`config.mk`:
```
export PLATFORM = sky130hd
export DESIGN_NAME = active_sb_responder
export DESIGN_NICKNAME = d
export VERILOG_FILES = /design/src/rtl/active_sb_responder.sv
export SDC_FILE = /design/constraint.sdc
export NUM_CORES = 1
export LEC_CHECK = 0
export BUFFER_PORTS_ARGS = -buffer_cell sky130_fd_sc_hd__clkbuf_2
export CORE_ASPECT_RATIO = 0.6
export CORE_MARGIN = 10
export CORE_UTILIZATION = 41
export DETAILED_ROUTE_END_ITERATION = 16
export GPL_ROUTABILITY_DRIVEN = 0
export MAX_ROUTING_LAYER = met4
export SLEW_MARGIN = 0
export SYNTH_ARGS = -nofsm -noshare
export SYNTH_HDL_FRONTEND = slang
export SYNTH_SLANG_ARGS = --single-unit
```
`constraint.sdc`:
```
create_clock -name clk_100MHz -period 4.9 [get_ports clk_100MHz]
set_input_delay 0.735 -clock clk_100MHz [delete_from_list [all_inputs] [get_ports clk_100MHz]]
set_output_delay 0.735 -clock clk_100MHz [all_outputs]
set_load 0.02 [all_outputs]
```
`src/rtl/active_sb_responder.sv`:
```
// Partner-side responder for the LTSM ACTIVE sideband handshake.
// Optional build macro ACTIVE_RSP_STRICT_EN: stray messages in WAIT_REQ/DONE raise an error instead of being dropped.

package SB_codex_pkg;
  typedef enum logic [3:0] {
    NOP        = 4'h0,
    ACTIVE_REQ = 4'h1,
    ACTIVE_RSP = 4'h2,
    LINK_MGMT  = 4'h3
  } SB_msg_t;
endpackage

module active_sb_responder
  import SB_codex_pkg::*;
#(
  parameter int unsigned TIMEOUT_CYCLES = 800000,
  parameter int unsigned CNT_W          = 20
) (
  input  logic    clk_100MHz,
  input  logic    reset,
  input  logic    enable_i,
  input  SB_msg_t RX_msg_i,
  input  logic    RX_msg_valid_i,
  output logic    RX_msg_req_o,
  output SB_msg_t TX_msg_o,
  output logic    TX_msg_valid_o,
  input  logic    TX_msg_valid_ack_i,
  output logic    active_done_o,
  output logic    error_o,
  output logic    reset_state_timeout_counter_o
);

  typedef enum logic [2:0] {
    S_IDLE     = 3'd0,
    S_WAIT_REQ = 3'd1,
    S_SEND_RSP = 3'd2,
    S_DONE     = 3'd3,
    S_ERROR    = 3'd4
  } state_t;

  localparam logic [CNT_W-1:0] TERMINAL = CNT_W'(TIMEOUT_CYCLES - 1);
  localparam logic [CNT_W-1:0] ONE      = CNT_W'(1);

  state_t           state_q, state_d;
  logic [CNT_W-1:0] timer_q, timer_d;
  logic             rx_req_q, rx_req_d;
  logic             tx_valid_q, tx_valid_d;
  SB_msg_t          tx_msg_q, tx_msg_d;
  logic             done_q, done_d;
  logic             err_q, err_d;
  logic             rst_cnt_q, rst_cnt_d;

  logic rx_accept, req_in, stray, tx_acked, timed_out;

  // Next-state and timer; disable outranks everything, and a REQ accept outranks the timeout.
  always_comb begin
    rx_accept = rx_req_q && RX_msg_valid_i;
    req_in    = rx_accept && (RX_msg_i == ACTIVE_REQ);
    stray     = rx_accept && (RX_msg_i != ACTIVE_REQ);
    tx_acked  = tx_valid_q && TX_msg_valid_ack_i;
    timed_out = (timer_q >= TERMINAL);
    state_d   = state_q;
    timer_d   = timer_q;
    if (!enable_i) begin
      state_d = S_IDLE;
      timer_d = '0;
    end else begin
      case (state_q)
        S_IDLE: begin
          state_d = S_WAIT_REQ;
          timer_d = '0;
        end
        S_WAIT_REQ: begin
          if (req_in) begin
            state_d = S_SEND_RSP;
            timer_d = timer_q + ONE;
`ifdef ACTIVE_RSP_STRICT_EN
          end else if (stray || timed_out) begin
`else
          end else if (timed_out) begin
`endif
            state_d = S_ERROR;
            timer_d = '0;
          end else begin
            timer_d = timer_q + ONE;
          end
        end
        S_SEND_RSP: begin
          if (timed_out) begin
            state_d = S_ERROR;
            timer_d = '0;
          end else if (tx_acked) begin
            state_d = S_DONE;
            timer_d = '0;
          end else begin
            timer_d = timer_q + ONE;
          end
        end
        S_DONE: begin
          timer_d = '0;
          if (req_in) begin
            state_d = S_SEND_RSP;
`ifdef ACTIVE_RSP_STRICT_EN
          end else if (stray) begin
            state_d = S_ERROR;
`endif
          end else begin
            state_d = S_DONE;
          end
        end
        S_ERROR: begin
          timer_d = '0;
        end
        default: begin
          state_d = S_IDLE;
          timer_d = '0;
        end
      endcase
    end
  end

  // Moore output decode from the upcoming state so outputs register together with it.
  always_comb begin
    rx_req_d   = 1'b0;
    tx_valid_d = 1'b0;
    tx_msg_d   = NOP;
    done_d     = 1'b0;
    err_d      = 1'b0;
    rst_cnt_d  = 1'b1;
    case (state_d)
      S_WAIT_REQ: begin
        rx_req_d  = 1'b1;
        rst_cnt_d = 1'b0;
      end
      S_SEND_RSP: begin
        tx_valid_d = 1'b1;
        tx_msg_d   = ACTIVE_RSP;
        rst_cnt_d  = 1'b0;
      end
      S_DONE: begin
        rx_req_d = 1'b1;
        done_d   = 1'b1;
      end
      S_ERROR: begin
        err_d = 1'b1;
      end
      default: begin
        rst_cnt_d = 1'b1;
      end
    endcase
  end

  // State, timer and registered outputs.
  always_ff @(posedge clk_100MHz or posedge reset) begin
    if (reset) begin
      state_q    <= S_IDLE;
      timer_q    <= '0;
      rx_req_q   <= 1'b0;
      tx_valid_q <= 1'b0;
      tx_msg_q   <= NOP;
      done_q     <= 1'b0;
      err_q      <= 1'b0;
      rst_cnt_q  <= 1'b1;
    end else begin
      state_q    <= state_d;
      timer_q    <= timer_d;
      rx_req_q   <= rx_req_d;
      tx_valid_q <= tx_valid_d;
      tx_msg_q   <= tx_msg_d;
      done_q     <= done_d;
      err_q      <= err_d;
      rst_cnt_q  <= rst_cnt_d;
    end
  end

  assign RX_msg_req_o                  = rx_req_q;
  assign TX_msg_valid_o                = tx_valid_q;
  assign TX_msg_o                      = tx_msg_q;
  assign active_done_o                 = done_q;
  assign error_o                       = err_q;
  assign reset_state_timeout_counter_o = rst_cnt_q;

endmodule

```
==> results.md, run 1 <==
- NetSw: 0.1010 mW
- Slew HR: 28.99%
- Crit path required time: just over 5000 ps
- Total global routing overflow: 0
- CP max FO: 16
- Cells after Synth: about 160
- PD cells: around 240 nW/um^2
- Worst-case clock skew: between 7 and 8 ps
- Clock network power share: about a third
- Slowest Stage Delay on Critical Path: 420 ps
- Sw Ratio: between 20% and 30%
- Clock-pin transition on the worst setup and hold timing paths: around 90 ps
- # H-tree levels: 1
- Critical-path top delay cell: dfrtp_1
- Port Buffers: 14
- DP HPWL: 2.575 mm
- Initial Util: a little over two fifths
- Clk sink count: 28
- Die Wd: 101.6 microns
- Site Rows: 17
- Crit-path cells: ha_1 -> nand3_1 -> o21ai_2 -> a21oi_4 -> a22oi_2 -> buf_4 -> nor3_2
- Sequential share of the synthesized area: around 43%
- Final slew viol count: 0
- Worst hold stages: 1
- Setup tns final: 0 ps
- Max Buffers Root-to-Sink: 2
- Finished Cell Area: 1760 sq um
- Post-DP Area: 1705 sq um
- Vias: around 1.2k
- Clock tree from TritonCTS: done
- Worst EP arrival: about 2200 ps
- Via-per-instance ratio: between 5 and 6
- Die height: slightly below 70 microns
- Post-CTS setup buffer count: 0
- Most common cell after layout, fill and taps aside: dfrtp_1
- Tightest Pin Transition: approximately 1100 ps
- DR WL/cell: between 15 and 20 microns
- First-pass GRT wire length: 5.968 mm
- Worst VDD drop: 0.0001196 V
- Total of max-cap violations: 0
- Vias in the first global route: between 1k and 1.5k
- Area of the multi-input gates: 848.3 sq um
- Root Buffer: clkbuf_8
- Yosys reg bits: 28
- Leak: 0.6897 nW
- Core region area: ~3800 sq um
- Final setup viols: 0
- Drc violations: 0
- Share of layout cells above drive strength 1: 29.76%
- DP Cell Count: between 200 and 250
- Pint: ~0.32 mW
- Commonest non-fill, non-tap cells in the layout: 27 x dfrtp_1, 20 x nor3_2, 14 x clkbuf_2
- Hold slack final: around 520 ps
- Clk_lat worst skew: 280 ps
- Total global-route track usage: roughly 11%
- Die area: approximately 7000 sq um
- First-pass iteration count of the detailed router: 4
- TritonCTS Buffers: 3
- Final hold violation count: 0
- Fillers: 352
- Post-layout min period: roughly 2100 ps
- Fin crit share: 42.34%
- Area occupied by registers: roughly 700 sq um
- RSZ-0062 raised after global routing: no
- Largest net degree at the start of global routing: 29
- Hold Crit Class: reg -> reg
- Layout Cells excl Fill: roughly 220
- CTS Hold Bufs: 0
- Setup Crit Path Kind: reg -> reg
- Yosys warnings: 0
- Mapped Area: around 1600 sq um
- Initial antenna violation count: 0
- Layout area overhead: 7.487%
- Reg power frac: between 50% and 60%
- CP Capture Type: flip-flop
- Outcome: complete, no violations
- Final wirelength: roughly 3.4 mm
- Startpoint types: flip-flop
- Max Clk Rate: around 480 MHz
- Syn Area/Cell: 10.37 sq um
- Worst R2R Path Depth: 7
- Antenna Nets Post-Route: 0
- Antenna cell count: 0
- I/O Pins: 18
- Yosys cell types: 39
- Layout Nets: about 180
- Combinational Power Share: 8.3%
- Post-CTS Resized: 0
- Detailed router's first-iteration violation count: ~80
[layout make-up]
cell class / count / area share [%]
repair buffers: 16 / 4.833
inverters: 3 / 0.6397
multi-input cells: 117 / 48.19
flip-flops and latches: 28 / 39.87
clock buffers: 4 / 3.127
well taps: 47 / 3.340
[power by group through the flow]
stage	logic [mW]	registers [mW]	clock network, mW
2_1_floorplan	0.0268	0.242	0
3_5_place_dp	0.0350	0.241	0
6_report	0.0344	0.237	0.145
5_1_grt	0.0383	0.238	0.157
4_1_cts	0.0351	0.237	0.148
3_3_place_gp	0.0344	0.241	0
[worst max-delay path, delay by kind of cell (launching register included)]
family,cells,cell delay [ps]
compound gates,3,720
flops,1,420
buf+inv,1,360
fa+ha+maj,1,240
simple gates,2,210
[state kept, by name, summed over array words and instances, names as in the netlist]
name,cells
TX_msg_o,1
state_q,3
timer_q,20
error_o,1
RX_msg_req_o,1
active_done_o,1
reset_state_timeout_counter_o,1
[metal layers]
metal  vias to the layer above  GRT usage, %  share of wire [%]
li1                        587             -                  -
met5                         -             -                  0
met3                         2         3.671                5.9
met1                       576         16.91                 58
met4                         0         2.128               0.44
met2                        31         13.39                 35
[through the flow]
stage               setup slack [ps]  power, mW  utilization [%]
finish                          2825     0.4163            46.76
detailed placement              2734     0.2764            45.30
CTS                             2805     0.4202            46.76
floorplan                       3072     0.2692                -
global route                    2614     0.4331            46.76
global placement                2787     0.2758            45.30
[final timing paths]
| path | slack, ps | start | end |
|---|---|---|---|
| max reg2reg | 2830 | timer_q[0] | timer_q[19] |
| min | 520 | timer_q[0] | timer_q[0] |
| min in group asynchronous | 690 | reset | timer_q[12] |
| min reg2reg | 520 | timer_q[0] | timer_q[0] |
| max | 2830 | timer_q[0] | timer_q[19] |
| max in group asynchronous | 3570 | reset | timer_q[2] |
[Yosys cell counts, drive strengths merged]
cell / count / share of area (%)
clkbuf: 3 / 0.69
nor4: 7 / 3.4
conb: 1 / 0.23
nand3: 12 / 3.7
inv: 3 / 0.69
o21a: 1 / 0.46
nand4: 7 / 3.8
xnor2: 12 / 6.4
o32ai: 3 / 1.6
buf: 9 / 4.4
a311oi: 1 / 0.53
o211ai: 1 / 0.46
nand2b: 3 / 1.1
nand2: 8 / 1.8
nor2: 8 / 2.0
o21ai: 3 / 1.1
a31oi: 1 / 0.38
nand4b: 1 / 0.53
ha: 1 / 0.76
nor2b: 1 / 0.38
xor2: 6 / 3.2
dfstp: 1 / 1.6
or3: 1 / 0.38
nor3: 26 / 14
and3: 1 / 0.38
dfrtp: 27 / 41
a21oi: 6 / 2.5
a22oi: 2 / 1.2
and2: 2 / 0.76
[cells by family (layout without fill, tap and decap cells)]
kind of cell,after synthesis,after routing,synth area share [%]
xor+xnor,18,18,9.626
compound gates,18,18,8.328
flops,28,28,42.86
buf+inv,15,23,5.805
other cells,1,3,0.2290
fa+ha+maj,1,1,0.7638
simple gates,77,77,32.39
Note: power is estimated with default switching activity, not from simulation.
==> inputs of run 2 (changes only) <==
- clock period: 4.9 -> 1.75 ns (I/O delays scaled with it)
==> run 2 against run 1 <==
Count of clock-buffer cells in the layout is 1 lower; core utilization is 4.0 points higher; global-route usage hardly changed; clock skew is 2.4 ps higher; largest cell class unchanged; highest routed layer unchanged.
==> results.md, run 2 (synthesized netlist as in run 1, its figures left out) <==
- Largest net degree at the start of global routing: 29
- Die Wd: slightly above 100 microns
- Fillers: 343
- Initial antenna violation count: 0
- Hold Crit Class: in -> async
- Worst VDD drop: roughly 0.00034 V
- Clk sink count: 28
- Top flop regs: timer_q: 20 flops, state_q: 3 flops
- Worst-case clock skew: just over 10 ps
- Clock-pin transition on the worst setup and hold timing paths: 110 ps
- Leak: 0.7554 nW
- Setup tns final: 0 ps
- First-pass iteration count of the detailed router: 4
- Max reg flops: 20
- Total global routing overflow: 0
- Area of the multi-input gates: 882.1 sq um
- Final hold violation count: 0
- Vias: approximately 1.2k
- Pre-CTS setup slack: roughly 56 ps
- Port Buffers: 14
- Clk_lat worst skew: about 280 ps
- Max Clk Rate: roughly 600 MHz
- Total of max-cap violations: 0
- Crit. Startpoint: timer_q[11]
- Die area: approximately 7000 sq um
- DP Cell Count: 220
- Final worst slack: 91.65 ps
- PD cells: between 600 and 700 nW/um^2
- Via-per-instance ratio: 5.403
- Share of layout cells above drive strength 1: 37.43%
- Commonest non-fill, non-tap cells in the layout: 25 x dfrtp_1, 19 x nor3_2, 14 x clkbuf_2
- Reg2Reg Launch Point: timer_q[11]
- Crit path required time: roughly 2000 ps
- DR WL/cell: around 16 microns
- M2 GR Usage: between 10% and 20%
- Area occupied by registers: between 700 and 800 sq um
- Total power draw: around 1.3 mW
- Detailed router's first-iteration violation count: 69
- Final setup viols: 0
- CP Capture Type: flip-flop
- Antenna Nets Post-Route: 0
- Site Rows: 17
- M1 GR Usage: 16.73%
- Hold slack final: around 6 ps
- Drc violations: 0
- Vias in the first global route: between 1k and 1.5k
- DP HPWL: around 2.7 mm
- Post-Route Utilization: approximately half
- Most common cell after layout, fill and taps aside: dfrtp_1
- Layout area overhead: 16.73%
- Final wirelength: ~3.7 mm
- R2R setup slack: between 90 and 100 ps
- Max Buffers Root-to-Sink: 2
- Root Buffer: clkbuf_8
- Total global-route track usage: around 11%
- Layout Nets: 190
- CTS Hold Bufs: 0
- Outcome: complete, no violations
- Finished Cell Area: ~1900 sq um
- Worst EP arrival: between 1500 and 2000 ps
- First-pass GRT wire length: 5.934 mm
- Die height: between 60 and 70 microns
- Antenna cell count: 0
- I/O Pins: 18
- GRT busiest layer: met1
- TritonCTS Buffers: 3
- Post-layout min period: ~1700 ps
- CP max FO: 7
- Initial Util: roughly 44%
- Setup Crit Path Kind: reg -> reg
- Largest reg by FF count: timer_q
- Clock tree from TritonCTS: done
- Fin crit share: a little over nine tenths
- Final slew viol count: 0
- Post-DP Area: between 1500 and 2000 sq um
- # H-tree levels: 1
- Startpoint types: flip-flop
- Layout Cells excl Fill: 226
- Core region area: approximately 3800 sq um
- Worst R2R Path Depth: 6
- M3 GR Usage: ~3.3%
-- run 2: final timing paths --
| kind | to |
|---|---|
| max in group asynchronous | reset_state_timeout_counter_o |
| worst max register to register | timer_q[16] |
| min in group clk_100MHz | error_o |
| worst min-delay path | timer_q[12] |
| worst min register to register | timer_q[0] |
| worst max-delay path | timer_q[16] |
-- run 2: layer usage --
layer  wire [microns]  vias to the layer above
li1                 -                      606
met1             2048                      585
met2             1452                       26
met3              134                        4
met4               34                        0
met5                0                        -
-- run 2: repair_timing --
action / CTS / global route
setup endpoints to repair: 0 / 22
buffers inserted: 0 / 2
gates resized for setup: 0 / 9
-- run 2: power by group --
| group | internal [mW] | total (mW) | switching [mW] |
|---|---|---|---|
| combinational | 0.0394 | 0.115 | 0.0757 |
| clock | 0.307 | 0.521 | 0.215 |
| sequential | 0.656 | 0.663 | 0.00750 |
| total | 1.00 | 1.30 | 0.298 |
-- run 2: worst max-delay path, cell delays in order, from the launching register on --
cell and delay (ps):
dfrtp_2 480, o211ai_1 260, nor2_1 130, a21oi_4 230, a22oi_2 150, buf_6 170, nor3_2 150
-- run 2: cell type report --
cell class,count,share of cell area [%]
multi-input cells,117,46.14
flip-flops and latches,28,36.85
repair buffers,27,9.620
well taps,47,3.076
clock buffers,3,2.160
clock inverters,1,1.571
inverters,3,0.5890
==> inputs of run 3 (changes only) <==
- clock period: 1.75 -> 1.6 ns (I/O delays scaled with it)
==> run 3 against run 2 <==
The flow now finishes with violations (negative setup slack); first-iteration DRC count down 51%; sequential share of layout area down 2.3 points; register-to-register slack worse by 140 ps; sequential power is 9.0% higher.
==> results.md, run 3 (synthesized netlist as in run 1, its figures left out) <==
- Outcome: finished, violations left
- Failing checks: negative setup slack
- PD cells: 708.4 nW/um^2
- Commonest non-fill, non-tap cells in the layout: 27 x dfrtp_1, 24 x buf_4, 20 x nor3_2
- Site Rows: 17
- First-pass GRT wire length: around 6.4 mm
- Fin crit share: 102.9%
- DP HPWL: 2.856 mm
- Finished Cell Area: ~2000 sq um
- Core region area: 3765 sq um
- Pint: about 1.1 mW
- Initial Util: between 40 and 50%
- Layout Cells excl Fill: 240
- RSZ-0062 raised after global routing: yes
- Post-layout min period: between 1500 and 2000 ps
- Total global-route track usage: between 10% and 20%
- Setup Crit Path Kind: reg -> reg
- Clock network power share: ~40%
- Worst-case clock skew: slightly above 8 ps
- Vias in the first global route: 1266
- Detailed router's first-iteration violation count: 34
- Antenna Nets Post-Route: 0
- Initial antenna violation count: 0
- Leak: roughly 0.85 nW
- Via-per-instance ratio: about 5.4
- First-pass iteration count of the detailed router: 4
- Port Buffers: 14
- Layout area overhead: 24.14%
- Total of max-cap violations: 0
- Final setup viols: 21
- Crit path required time: 1780 ps
- Area of the multi-input gates: 898.4 sq um
- Sw Ratio: a little under a quarter
- Hold slack final: between 200 and 250 ps
- Final hold violation count: 0
- Worst VDD drop: 0.0003673 V
- Final worst slack: -45.88 ps
- DR WL/cell: between 15 and 20 microns
- Top flop regs: timer_q: 20 flops, state_q: 3 flops
- Max Clk Rate: between 600 and 700 MHz
- Vias: about 1.3k
- Max reg flops: 20
- Critical-path top delay cell: dfrtp_1
- Startpoint types: flip-flop
- Share of layout cells above drive strength 1: 41.45%
- Antenna cell count: 0
- Combinational Power Share: about a tenth
- NetSw: between 0.3 and 0.4 mW
- Die area: 7005 sq um
- CP max FO: 13
- I/O Pins: 18
- Drc violations: 0
- Die height: 68.96 microns
- # H-tree levels: 1
- Most common cell after layout, fill and taps aside: dfrtp_1
- Fillers: 342
- Total global routing overflow: 0
- Largest net degree at the start of global routing: 29
- CP Capture Type: flip-flop
- Slowest Stage Delay on Critical Path: roughly 460 ps
- Layout Nets: slightly above 200
- Clk sink count: 28
- Root Buffer: clkbuf_8
- Post-Route Utilization: 54.00%
- Die Wd: slightly above 100 microns
- DP Cell Count: 233
- Largest reg by FF count: timer_q
- Clock tree from TritonCTS: done
- Post-DP Area: 1883 sq um
- Area occupied by registers: 701.9 sq um
- Reg power frac: between 50% and 60%
- Crit-path cells: nand4_2 -> o21ai_4 -> a21oi_4 -> a22oi_2 -> buf_12 -> nor3_2
- Final slew viol count: 0
- Worst EP arrival: about 1800 ps
- Hold Crit Class: in -> reg
- Setup tns final: -647.3 ps
- Clock-pin transition on the worst setup and hold timing paths: 110 ps
- Clk_lat worst skew: between 200 and 300 ps
- Max Buffers Root-to-Sink: 2
- TritonCTS Buffers: 3
- Final wirelength: 3.973 mm
## run 3: what timing repair did
| action | 4_1_cts | 5_1_grt |
|---|---|---|
| pin swaps | 1 | 3 |
| hold endpoints to repair | 26 | 0 |
| setup endpoints to repair | 21 | 24 |
| buffers inserted | 2 | 0 |
| hold buffers | 1 | 0 |
| gates resized for setup | 8 | 2 |
## run 3: layer usage
| metal | GRT usage (%) | up-vias | part of all wire [%] |
|---|---|---|---|
| met5 | - | - | 0 |
| met4 | 3.723 | 0 | 1.1 |
| met3 | 2.976 | 5 | 3.2 |
| met2 | 17.32 | 28 | 41 |
| met1 | 16.35 | 641 | 54 |
| li1 | - | 632 | - |
## run 3: final timing paths
kind	depth (start not counted)	slack [ps]	to	from
worst min-delay path	3	240	state_q[2]	enable_i
max in group asynchronous	4	770	reset_state_timeout_counter_o	reset
min in group asynchronous	4	530	timer_q[0]	reset
worst min register to register	2	590	state_q[2]	state_q[2]
worst max-delay path	6	-50	timer_q[5]	timer_q[3]
worst max register to register	6	-50	timer_q[5]	timer_q[3]
## run 3: through the flow
stage | power, mW | setup WS, ps
after floorplan | 0.8244 | 28.17
after global routing | 1.485 | -142.5
after CTS | 1.438 | -25.61
final | 1.440 | -45.88
after detailed placement | 0.8646 | -73.85
after global placement | 0.8611 | -36.89
## run 3: critical path: cells and delay by family, from the launching register on
kind            cells  cell delay, ps
compound gates      3             600
flops               1             460
simple gates        2             260
buf+inv             1             200
## run 3: final cells by class
class / instances / area share (%)
Tap cell: 47 / 2.892
Sequential cell: 28 / 34.52
Clock inverter: 1 / 1.477
Inverter: 3 / 0.5538
Clock buffer: 3 / 2.031
Timing Repair Buffer: 41 / 14.34
Multi-Input combinational cell: 117 / 44.18
## run 3: power by group through the flow
stage	combinational [mW]	clock [mW]	sequential, mW
2_1_floorplan	0.0820	0	0.742
3_3_place_gp	0.125	0	0.736
3_5_place_dp	0.128	0	0.736
4_1_cts	0.135	0.580	0.723
5_1_grt	0.145	0.616	0.724
6_report	0.134	0.584	0.723
